`src/rtl/regfile_wb_scheduler_if.sv`:
```
// Write-back bus between the two producers, decode and the register-file write port.
// The master side drives the requests; the scheduler sits on the slave side.
interface regfile_wb_scheduler_if;
    logic        s0_valid;
    logic [4:0]  s0_rd;
    logic [31:0] s0_data;
    logic        s0_ready;

    logic        s1_valid;
    logic [4:0]  s1_rd;
    logic [31:0] s1_data;
    logic        s1_ready;

    logic        issue_valid;
    logic [4:0]  issue_rs1;
    logic [4:0]  issue_rs2;
    logic [4:0]  issue_rd;
    logic        issue_ready;

    logic        rf_we;
    logic [4:0]  rf_rd;
    logic [31:0] rf_data;

    modport master (
        output s0_valid, s0_rd, s0_data,
        input  s0_ready,
        output s1_valid, s1_rd, s1_data,
        input  s1_ready,
        output issue_valid, issue_rs1, issue_rs2, issue_rd,
        input  issue_ready,
        input  rf_we, rf_rd, rf_data
    );

    modport slave (
        input  s0_valid, s0_rd, s0_data,
        output s0_ready,
        input  s1_valid, s1_rd, s1_data,
        output s1_ready,
        input  issue_valid, issue_rs1, issue_rs2, issue_rd,
        output issue_ready,
        output rf_we, rf_rd, rf_data
    );
endinterface

```
`src/rtl/regfile_wb_scheduler.sv`:
```
// Write-back arbiter (ALU vs load) with registered register-file write port,
// pending-write scoreboard for RAW/WAW issue gating and a contention counter.
module regfile_wb_scheduler #(
    parameter bit RESET_PRIO = 1'b0,
    parameter int CNT_W      = 16
) (
    input  logic                 clk,
    input  logic                 rst,
    regfile_wb_scheduler_if.slave bus,
    output logic [31:0]          pending,
    output logic [CNT_W-1:0]     conflict_cnt
);
    typedef enum logic {
        SRC_S0 = 1'b0,
        SRC_S1 = 1'b1
    } src_e;

    src_e        prio;
    logic        grant0;
    logic        grant1;
    logic        transfer;
    logic [4:0]  sel_rd;
    logic [31:0] sel_data;

    logic        rf_we_q;
    logic [4:0]  rf_rd_q;
    logic [31:0] rf_data_q;

    logic [31:0]      pending_q;
    logic [31:0]      set_mask;
    logic [31:0]      clr_mask;
    logic [31:0]      pending_next;
    logic             issue_ok;
    logic             issue_fire;
    logic [CNT_W-1:0] cnt_q;

    // Single grant per cycle; prio only breaks ties when both producers request.
    always_comb begin
        grant0 = 1'b0;
        grant1 = 1'b0;
        if (bus.s0_valid && bus.s1_valid) begin
            grant0 = (prio == SRC_S0);
            grant1 = (prio == SRC_S1);
        end else begin
            grant0 = bus.s0_valid;
            grant1 = bus.s1_valid;
        end
    end

    assign transfer     = grant0 | grant1;
    assign sel_rd       = grant1 ? bus.s1_rd   : bus.s0_rd;
    assign sel_data     = grant1 ? bus.s1_data : bus.s0_data;
    assign bus.s0_ready = grant0;
    assign bus.s1_ready = grant1;

    always_ff @(posedge clk or posedge rst) begin
        if (rst) begin
            prio <= RESET_PRIO ? SRC_S1 : SRC_S0;
        end else if (grant0) begin
            prio <= SRC_S1;
        end else if (grant1) begin
            prio <= SRC_S0;
        end
    end

    // A transfer to x0 still updates the address/data registers but never writes.
    always_ff @(posedge clk or posedge rst) begin
        if (rst) begin
            rf_we_q   <= 1'b0;
            rf_rd_q   <= 5'd0;
            rf_data_q <= 32'd0;
        end else if (transfer) begin
            rf_we_q   <= (sel_rd != 5'd0);
            rf_rd_q   <= sel_rd;
            rf_data_q <= sel_data;
        end else begin
            rf_we_q   <= 1'b0;
        end
    end

    assign bus.rf_we   = rf_we_q;
    assign bus.rf_rd   = rf_rd_q;
    assign bus.rf_data = rf_data_q;

    assign issue_ok = !pending_q[bus.issue_rs1] &&
                      !pending_q[bus.issue_rs2] &&
                      !pending_q[bus.issue_rd];
    assign issue_fire      = bus.issue_valid && issue_ok;
    assign bus.issue_ready = issue_ok;

    // Clear follows the register-file write edge; a set on the same bit wins.
    always_comb begin
        set_mask = 32'd0;
        clr_mask = 32'd0;
        if (issue_fire && (bus.issue_rd != 5'd0)) begin
            set_mask[bus.issue_rd] = 1'b1;
        end
        if (rf_we_q) begin
            clr_mask[rf_rd_q] = 1'b1;
        end
        pending_next    = (pending_q & ~clr_mask) | set_mask;
        pending_next[0] = 1'b0;
    end

    always_ff @(posedge clk or posedge rst) begin
        if (rst) begin
            pending_q <= 32'd0;
        end else begin
            pending_q <= pending_next;
        end
    end

    assign pending = pending_q;

    always_ff @(posedge clk or posedge rst) begin
        if (rst) begin
            cnt_q <= '0;
        end else if (bus.s0_valid && bus.s1_valid && (cnt_q != {CNT_W{1'b1}})) begin
            cnt_q <= cnt_q + CNT_W'(1);
        end
    end

    assign conflict_cnt = cnt_q;
endmodule

```
`src/flat_wrapper.sv`:
```
// flat-port wrapper written by rule: the top's interface ports become plain ports
module regfile_wb_scheduler_flat 
#(
    parameter bit RESET_PRIO = 1'b0,
    parameter int CNT_W      = 16
)
  (clk, rst, pending, conflict_cnt, bus_s0_valid, bus_s0_rd, bus_s0_data, bus_s0_ready, bus_s1_valid, bus_s1_rd, bus_s1_data, bus_s1_ready, bus_issue_valid, bus_issue_rs1, bus_issue_rs2, bus_issue_rd, bus_issue_ready, bus_rf_we, bus_rf_rd, bus_rf_data);
  regfile_wb_scheduler_if bus_i ();
  input  logic clk;
  input  logic rst;
  output logic [31:0] pending;
  output logic [CNT_W-1:0] conflict_cnt;
  input wire logic [$bits(bus_i.s0_valid)-1:0] bus_s0_valid;
  input wire logic [$bits(bus_i.s0_rd)-1:0] bus_s0_rd;
  input wire logic [$bits(bus_i.s0_data)-1:0] bus_s0_data;
  output wire logic [$bits(bus_i.s0_ready)-1:0] bus_s0_ready;
  input wire logic [$bits(bus_i.s1_valid)-1:0] bus_s1_valid;
  input wire logic [$bits(bus_i.s1_rd)-1:0] bus_s1_rd;
  input wire logic [$bits(bus_i.s1_data)-1:0] bus_s1_data;
  output wire logic [$bits(bus_i.s1_ready)-1:0] bus_s1_ready;
  input wire logic [$bits(bus_i.issue_valid)-1:0] bus_issue_valid;
  input wire logic [$bits(bus_i.issue_rs1)-1:0] bus_issue_rs1;
  input wire logic [$bits(bus_i.issue_rs2)-1:0] bus_issue_rs2;
  input wire logic [$bits(bus_i.issue_rd)-1:0] bus_issue_rd;
  output wire logic [$bits(bus_i.issue_ready)-1:0] bus_issue_ready;
  output wire logic [$bits(bus_i.rf_we)-1:0] bus_rf_we;
  output wire logic [$bits(bus_i.rf_rd)-1:0] bus_rf_rd;
  output wire logic [$bits(bus_i.rf_data)-1:0] bus_rf_data;
  assign bus_i.s0_valid = bus_s0_valid;
  assign bus_i.s0_rd = bus_s0_rd;
  assign bus_i.s0_data = bus_s0_data;
  assign bus_s0_ready = bus_i.s0_ready;
  assign bus_i.s1_valid = bus_s1_valid;
  assign bus_i.s1_rd = bus_s1_rd;
  assign bus_i.s1_data = bus_s1_data;
  assign bus_s1_ready = bus_i.s1_ready;
  assign bus_i.issue_valid = bus_issue_valid;
  assign bus_i.issue_rs1 = bus_issue_rs1;
  assign bus_i.issue_rs2 = bus_issue_rs2;
  assign bus_i.issue_rd = bus_issue_rd;
  assign bus_issue_ready = bus_i.issue_ready;
  assign bus_rf_we = bus_i.rf_we;
  assign bus_rf_rd = bus_i.rf_rd;
  assign bus_rf_data = bus_i.rf_data;
  regfile_wb_scheduler #(.RESET_PRIO(RESET_PRIO), .CNT_W(CNT_W)) u_core (.clk(clk), .rst(rst), .bus(bus_i), .pending(pending), .conflict_cnt(conflict_cnt));
endmodule
```
`config.mk`:
```
export PLATFORM = sky130hd
export DESIGN_NAME = regfile_wb_scheduler_flat
export DESIGN_NICKNAME = d
export VERILOG_FILES = /design/src/rtl/regfile_wb_scheduler_if.sv /design/src/rtl/regfile_wb_scheduler.sv /design/src/flat_wrapper.sv
export SDC_FILE = /design/constraint.sdc
export NUM_CORES = 1
export LEC_CHECK = 0
export CORE_ASPECT_RATIO = 1.5
export CORE_MARGIN = 2
export CORE_UTILIZATION = 47
export CTS_CLUSTER_DIAMETER = 40
export DETAILED_ROUTE_END_ITERATION = 8
export PLACE_DENSITY = 0.82
export SYNTH_ARGS = -nofsm -noshare
export SYNTH_HDL_FRONTEND = slang
export SYNTH_SLANG_ARGS = --single-unit
```
`constraint.sdc`:
```
create_clock -name clk -period 5.15 [get_ports clk]
set_input_delay 1.545 -clock clk [delete_from_list [all_inputs] [get_ports clk]]
set_output_delay 1.545 -clock clk [all_outputs]
set_load 0.03 [all_outputs]
```
# After elaboration in Yosys (flattened, before gate mapping)
# Cells that the tools add are included.
# word_totals
word_cells	52
out_inout_bits	89
register_bits	86
# classes
muxes	19
n_addsub	1
order_cmp	6
eq_ne	1
bitwise_logic	5
n_reduce_logical	14
# ops
operator	count
$mux 32	3
$and 32x32->32	1
$not 32->32	1
$or 32x32->32	1
$lt 5x6->1 const B	4
$add 16x1->16 const B	1
$ne 16x16->1 const B	1
$bmux 1 s5	3
$demux 1 s5	2
$ge 5x1->1 const B	2
$mux 1	10
$reduce_bool 5->1	2
$logic_and 1x1->1	8
$mux 5	1
$logic_not 1->1	3
$reduce_bool 2->1	1
$not 1->1	1
$or 1x1->1	1

# Longest topological paths before layout
# logic_depth
depth_word	9
mapped_depth	8
ltp_nobuf	6

# Worst setup path before layout
# OpenSTA, ideal clock, no wires.
# synth_timing
path_kind	input-to-output
from	input bus_issue_rs2[2]
to	output bus_issue_ready
setup_slack_ns	-0.758
stages	7
t_arrival_ns	4.363
cell_sequence	clkbuf_1 mux4_2 mux2i_1 nor3b_1 or3_1 buf_6 a2111oi_0
# synth_between
elab_chain_len	5
# synth_lines
item	line_no	source
start: declaration	flat_wrapper.sv:23	input wire logic [$bits(bus_i.issue_rs2)-1:0] bus_issue_rs2;
$bmux 1 s5	regfile_wb_scheduler.sv:86	!pending_q[bus.issue_rs2] &&
$mux 1 (not written as such)	regfile_wb_scheduler.sv:86	
$logic_not 1->1	regfile_wb_scheduler.sv:86	
$logic_and 1x1->1	regfile_wb_scheduler.sv:85	assign issue_ok = !pending_q[bus.issue_rs1] &&
$logic_and 1x1->1	regfile_wb_scheduler.sv:86	
end: declaration	flat_wrapper.sv:25	output wire logic [$bits(bus_i.issue_ready)-1:0] bus_issue_ready;
# Every way passes these cells. The select of a mux whose other input is x is not followed.

# Worst setup path in the final report
# layout_timing
from	input bus_issue_rs1[1]
to	output bus_issue_ready
# layout_between
elab_chain_len	5
# layout_lines
item	line_no	source
start: declaration	flat_wrapper.sv:22	input wire logic [$bits(bus_i.issue_rs1)-1:0] bus_issue_rs1;
$bmux 1 s5	regfile_wb_scheduler.sv:85	
$mux 1 (not written as such)	regfile_wb_scheduler.sv:85	
$logic_not 1->1	regfile_wb_scheduler.sv:85	
$logic_and 1x1->1	regfile_wb_scheduler.sv:85	
$logic_and 1x1->1	regfile_wb_scheduler.sv:86	
# Every way passes these cells. The select of a mux whose other input is x is not followed.

==> metrics.log <==
[metrics] sum of negative setup slack: 0 ns
[metrics] sum of overflow across all layers after global routing: 0
[metrics] Largest delay share family, worst path: buffers and inverters
[metrics] Final HPWL DP: ~14 mm
[metrics] slowest cell delay on critical path: roughly 0.43 ns
[metrics] Post-layout nets: about 860
[metrics] Hold WS: 0.4979 ns
[metrics] number of max-cap violations: 0
[metrics] number of vias after detailed routing: about 5,600
[metrics] number of instances in the synthesized netlist: a little under 600
[metrics] Primary FF master, synth: sky130_fd_sc_hd__dfrtp_1
[metrics] initial core utilization: a little under half
[metrics] nets in the synthesized netlist: 687
[metrics] fraction of layout cells with a size suffix above 1: about an eighth
[metrics] leakage power figure: between 0.003 and 0.004 µW
[metrics] Required @ worst endpoint: around 3.6 ns
[metrics] count of pins over their slew limit: 0
[metrics] highest net fanout along the worst path: 6
[metrics] flip-flop and latch count after synthesis: 86
[metrics] fraction of registers with async set/reset: 100.0%
[metrics] remaining design rule violation count: 0
[metrics] remaining max-slew budget at the tightest pin: around 28%
[metrics] netlist area before placement: roughly 5500 µm²
[metrics] Critical Path Most Common Cell: sky130_fd_sc_hd__buf_4
[metrics] count of boundary I/O pins: 183
[metrics] warning count from the yosys run: 0
[metrics] final routed wirelength across all metal layers: around 18 mm
[metrics] class of the most critical hold timing path: flop to flop
[metrics] grt met2 use: between 50 and 60%
[metrics] power after layout: about 3500 µW
[metrics] area enclosed by the die boundary: ~13,000 µm²
[metrics] global-route track usage on met3: about 7.7%
[metrics] biggest area contributors in the synthesized netlist: sky130_fd_sc_hd__dfrtp_1 (39%), sky130_fd_sc_hd__o41ai_2 (5.9%), sky130_fd_sc_hd__mux4_2 (4.5%)
[metrics] clock latency of the later-clocked register in the worst-skew pair: around 0.33 ns
[metrics] result of the run: finished, final reports clean
[metrics] Die H: around 140 µm
[metrics] Final GP Congestion: a little over 0.9
[metrics] total inserted antenna cells: 0
[metrics] wire length of the first global-routing pass: 29.42 mm
[metrics] number of synthesized flops with an enable pin: 0
[metrics] met1 track demand over resource in global routing: between 30 and 40%
[metrics] crit share post-route: 98.54%
[metrics] floorplan core area: approximately 11,000 µm²
[metrics] initial antenna violation count: 0
[metrics] top cell type's share of synthesized area: 39.24%
[metrics] pre-CTS setup slack: -0.4205 ns
[metrics] CTS H-tree lvls: 3
[metrics] Cell Chain, Critical Path: clkdlybuf4s15_2, buf_4, mux2_4, o311ai_2, a311oi_1, or3_1, a2111oi_4, buf_4
[metrics] crit path launch type: input pin
[metrics] Overall Global Routing Usage: ~30%
[metrics] upper clock frequency limit: roughly 200 MHz
[metrics] Filler Cells Inserted: between 800 and 900
[metrics] # port buffers: 181
[metrics] Crit path buffers/inverters: 3
[metrics] post-route ant nets: 0
[metrics] Placement Rows: between 40 and 50
[metrics] cell area power density: between 400 and 500 nW/µm²
[metrics] cell with the largest stage delay on the worst path: sky130_fd_sc_hd__or3_1
[metrics] Worst Path Arrival: roughly 3.5 ns
[metrics] Num CTS Buffers: 9
[metrics] CTS root buffer: sky130_fd_sc_hd__clkbuf_16
[metrics] Vias/cell: 6.086
[metrics] average footprint of a synthesized cell: ~9.3 µm²
[metrics] Setup-failing EPs final: 0
[metrics] clock-pin slew of the registers on the worst-case setup and hold paths: 0.06 ns
[metrics] number of optimization iterations in the first detailed-route pass: 5
[metrics] shortest period the worst path allows: between 5 and 6 ns
[metrics] total of hold buffers inserted after clock tree synthesis: 0
[metrics] Yosys cell types: 59
[metrics] reg2reg setup slack: approximately 2.6 ns
[metrics] Worst Setup Path Type: input pin to output pin
[metrics] clk sink count: 86
[metrics] setup repair after global routing missed its margin: no
[metrics] pin count of the biggest net entering global routing: 70
[metrics] fraction of the yosys area taken by sequential cells: 39.24%
[metrics] actual transition at the worst max-transition pin: around 1.1 ns
[metrics] worst setup margin: between 0.07 and 0.08 ns
[metrics] number of global-route vias before repair: roughly 5,800
[metrics] Final Hold Vio Count: 0
[metrics] Die X-Extent: around 92 µm
[metrics] fin util: 67.92%
[metrics] area growth from synthesis to layout: 42.07%
[metrics] setup skew after layout: slightly above 0.007 ns
[metrics] Starting DRT DRC Count: between 300 and 400
[metrics] peak supply drop: 0.2598 mV
[metrics] clock tree from TritonCTS: yes
[metrics] most area-hungry cell type in the Yosys netlist: sky130_fd_sc_hd__dfrtp_1
[metrics] GR peak layer: met2
[metrics] detail-routed net length per standard cell: 20.07 µm
[metrics] clk buf depth: 2
[metrics] kind of end point of the critical path: output pin
## worst paths after layout
kind,start,end,depth (start not counted)
worst max register to register,u_core.pending[11],u_core.pending[14],8
worst min register to register,u_core.conflict_cnt[11],u_core.conflict_cnt[11],1
worst min-delay path,u_core.conflict_cnt[11],u_core.conflict_cnt[11],1
min in group asynchronous,rst,u_core.pending[30],2
max in group asynchronous,rst,u_core.bus.rf_data[31],3
worst max-delay path,bus_issue_rs1[1],bus_issue_ready,8
## routing by layer
layer | wire [µm] | part of all wire, % | vias up
met2 | 9171 | 50 | 327
met4 | 969 | 5.3 | 0
met3 | 1604 | 8.7 | 67
li1 | - | - | 2524
met1 | 6655 | 36 | 2663
met5 | 0 | 0 | -
## per-stage QoR
stage	instances	area [µm²]
2_1_floorplan	592	5490
3_3_place_gp	902	7441
3_5_place_dp	902	7441
4_1_cts	916	7779
5_1_grt	917	7791
6_report	917	7791
## logic make-up after synthesis
logic type	share of synthesized area, %
buf+inv	7.255
fa+ha+maj	0.2281
compound gates	25.21
mux	10.36
simple gates	15.24
xor+xnor	2.396
flops	39.24
other cells	0.06838
## cells in the mapped netlist (4+ instances only)
master / instances
sky130_fd_sc_hd__dfrtp_1: 86
sky130_fd_sc_hd__nor2_1: 49
sky130_fd_sc_hd__nand2_1: 41
sky130_fd_sc_hd__a21oi_1: 39
sky130_fd_sc_hd__inv_1: 37
sky130_fd_sc_hd__o21ai_0: 35
sky130_fd_sc_hd__a31oi_1: 33
sky130_fd_sc_hd__o22ai_1: 33
sky130_fd_sc_hd__clkbuf_1: 29
sky130_fd_sc_hd__mux2i_1: 20
sky130_fd_sc_hd__o41ai_2: 20
sky130_fd_sc_hd__nand3_1: 17
sky130_fd_sc_hd__xnor2_1: 14
sky130_fd_sc_hd__mux4_2: 11
sky130_fd_sc_hd__or3_1: 11
sky130_fd_sc_hd__nand4_1: 10
sky130_fd_sc_hd__nor2b_1: 9
sky130_fd_sc_hd__buf_2: 8
sky130_fd_sc_hd__buf_6: 7
sky130_fd_sc_hd__o21ai_2: 7
sky130_fd_sc_hd__mux2_1: 6
sky130_fd_sc_hd__nand3b_1: 5
sky130_fd_sc_hd__buf_1: 4
sky130_fd_sc_hd__nor3_1: 4
sky130_fd_sc_hd__nor3b_1: 4
sky130_fd_sc_hd__o21ai_1: 4
## timing repair
action                                  CTS  global route
gates resized for setup                  15            10
setup buffers                             0             1
endpoints found under the setup margin    1             1
pin swaps                                 1             2
## power by group
| group | internal (µW) | total (µW) | switching, µW |
|---|---|---|---|
| sequential | 859 | 1160 | 302 |
| combinational | 738 | 1660 | 918 |
| clock | 432 | 689 | 257 |
## state kept, by name, summed over array words and instances (netlist names)
register	flops
u_core.pending	31
u_core.bus.rf_data	32
u_core.bus.rf_we	1
u_core.bus.rf_rd	5
u_core.prio	1
u_core.conflict_cnt	16
## cells in the final DEF, fill, tap and decap left out, types with 3 or more instances in the layout
master | synthesis | routed
sky130_fd_sc_hd__a21oi_1 | 39 | 39
sky130_fd_sc_hd__a22o_1 | 3 | 3
sky130_fd_sc_hd__a31oi_1 | 33 | 33
sky130_fd_sc_hd__and3_1 | 3 | 3
sky130_fd_sc_hd__and4_1 | 3 | 3
sky130_fd_sc_hd__buf_4 | 1 | 31
sky130_fd_sc_hd__clkbuf_16 | 0 | 9
sky130_fd_sc_hd__clkdlybuf4s50_1 | 0 | 167
sky130_fd_sc_hd__dfrtp_1 | 86 | 86
sky130_fd_sc_hd__dlygate4sd2_1 | 0 | 4
sky130_fd_sc_hd__dlymetal6s2s_1 | 0 | 3
sky130_fd_sc_hd__inv_1 | 37 | 36
sky130_fd_sc_hd__mux2_1 | 6 | 5
sky130_fd_sc_hd__mux2i_1 | 20 | 20
sky130_fd_sc_hd__mux4_2 | 11 | 11
sky130_fd_sc_hd__nand2_1 | 41 | 41
sky130_fd_sc_hd__nand3_1 | 17 | 17
sky130_fd_sc_hd__nand3b_1 | 5 | 5
sky130_fd_sc_hd__nand4_1 | 10 | 10
sky130_fd_sc_hd__nor2_1 | 49 | 49
sky130_fd_sc_hd__nor2b_1 | 9 | 9
sky130_fd_sc_hd__nor3_1 | 4 | 4
sky130_fd_sc_hd__nor3b_1 | 4 | 4
sky130_fd_sc_hd__o21ai_0 | 35 | 35
sky130_fd_sc_hd__o21ai_1 | 4 | 4
sky130_fd_sc_hd__o21ai_2 | 7 | 7
sky130_fd_sc_hd__o22ai_1 | 33 | 33
sky130_fd_sc_hd__o41ai_2 | 20 | 20
sky130_fd_sc_hd__or3_1 | 11 | 11
sky130_fd_sc_hd__or4_1 | 3 | 3
sky130_fd_sc_hd__xnor2_1 | 14 | 14
## area by class of cell
cell class	count	area [µm²]	share of cell area (%)
Multi-Input combinational cell	418	2970	38.12
Sequential cell	86	2152	27.62
Timing Repair Buffer	211	2026	26.00
Clock buffer	10	239.0	3.067
Tap cell	150	187.7	2.409
Inverter	38	143.9	1.847
Clock inverter	4	72.57	0.9314
No activity file was read; power rests on OpenSTA's default activity.
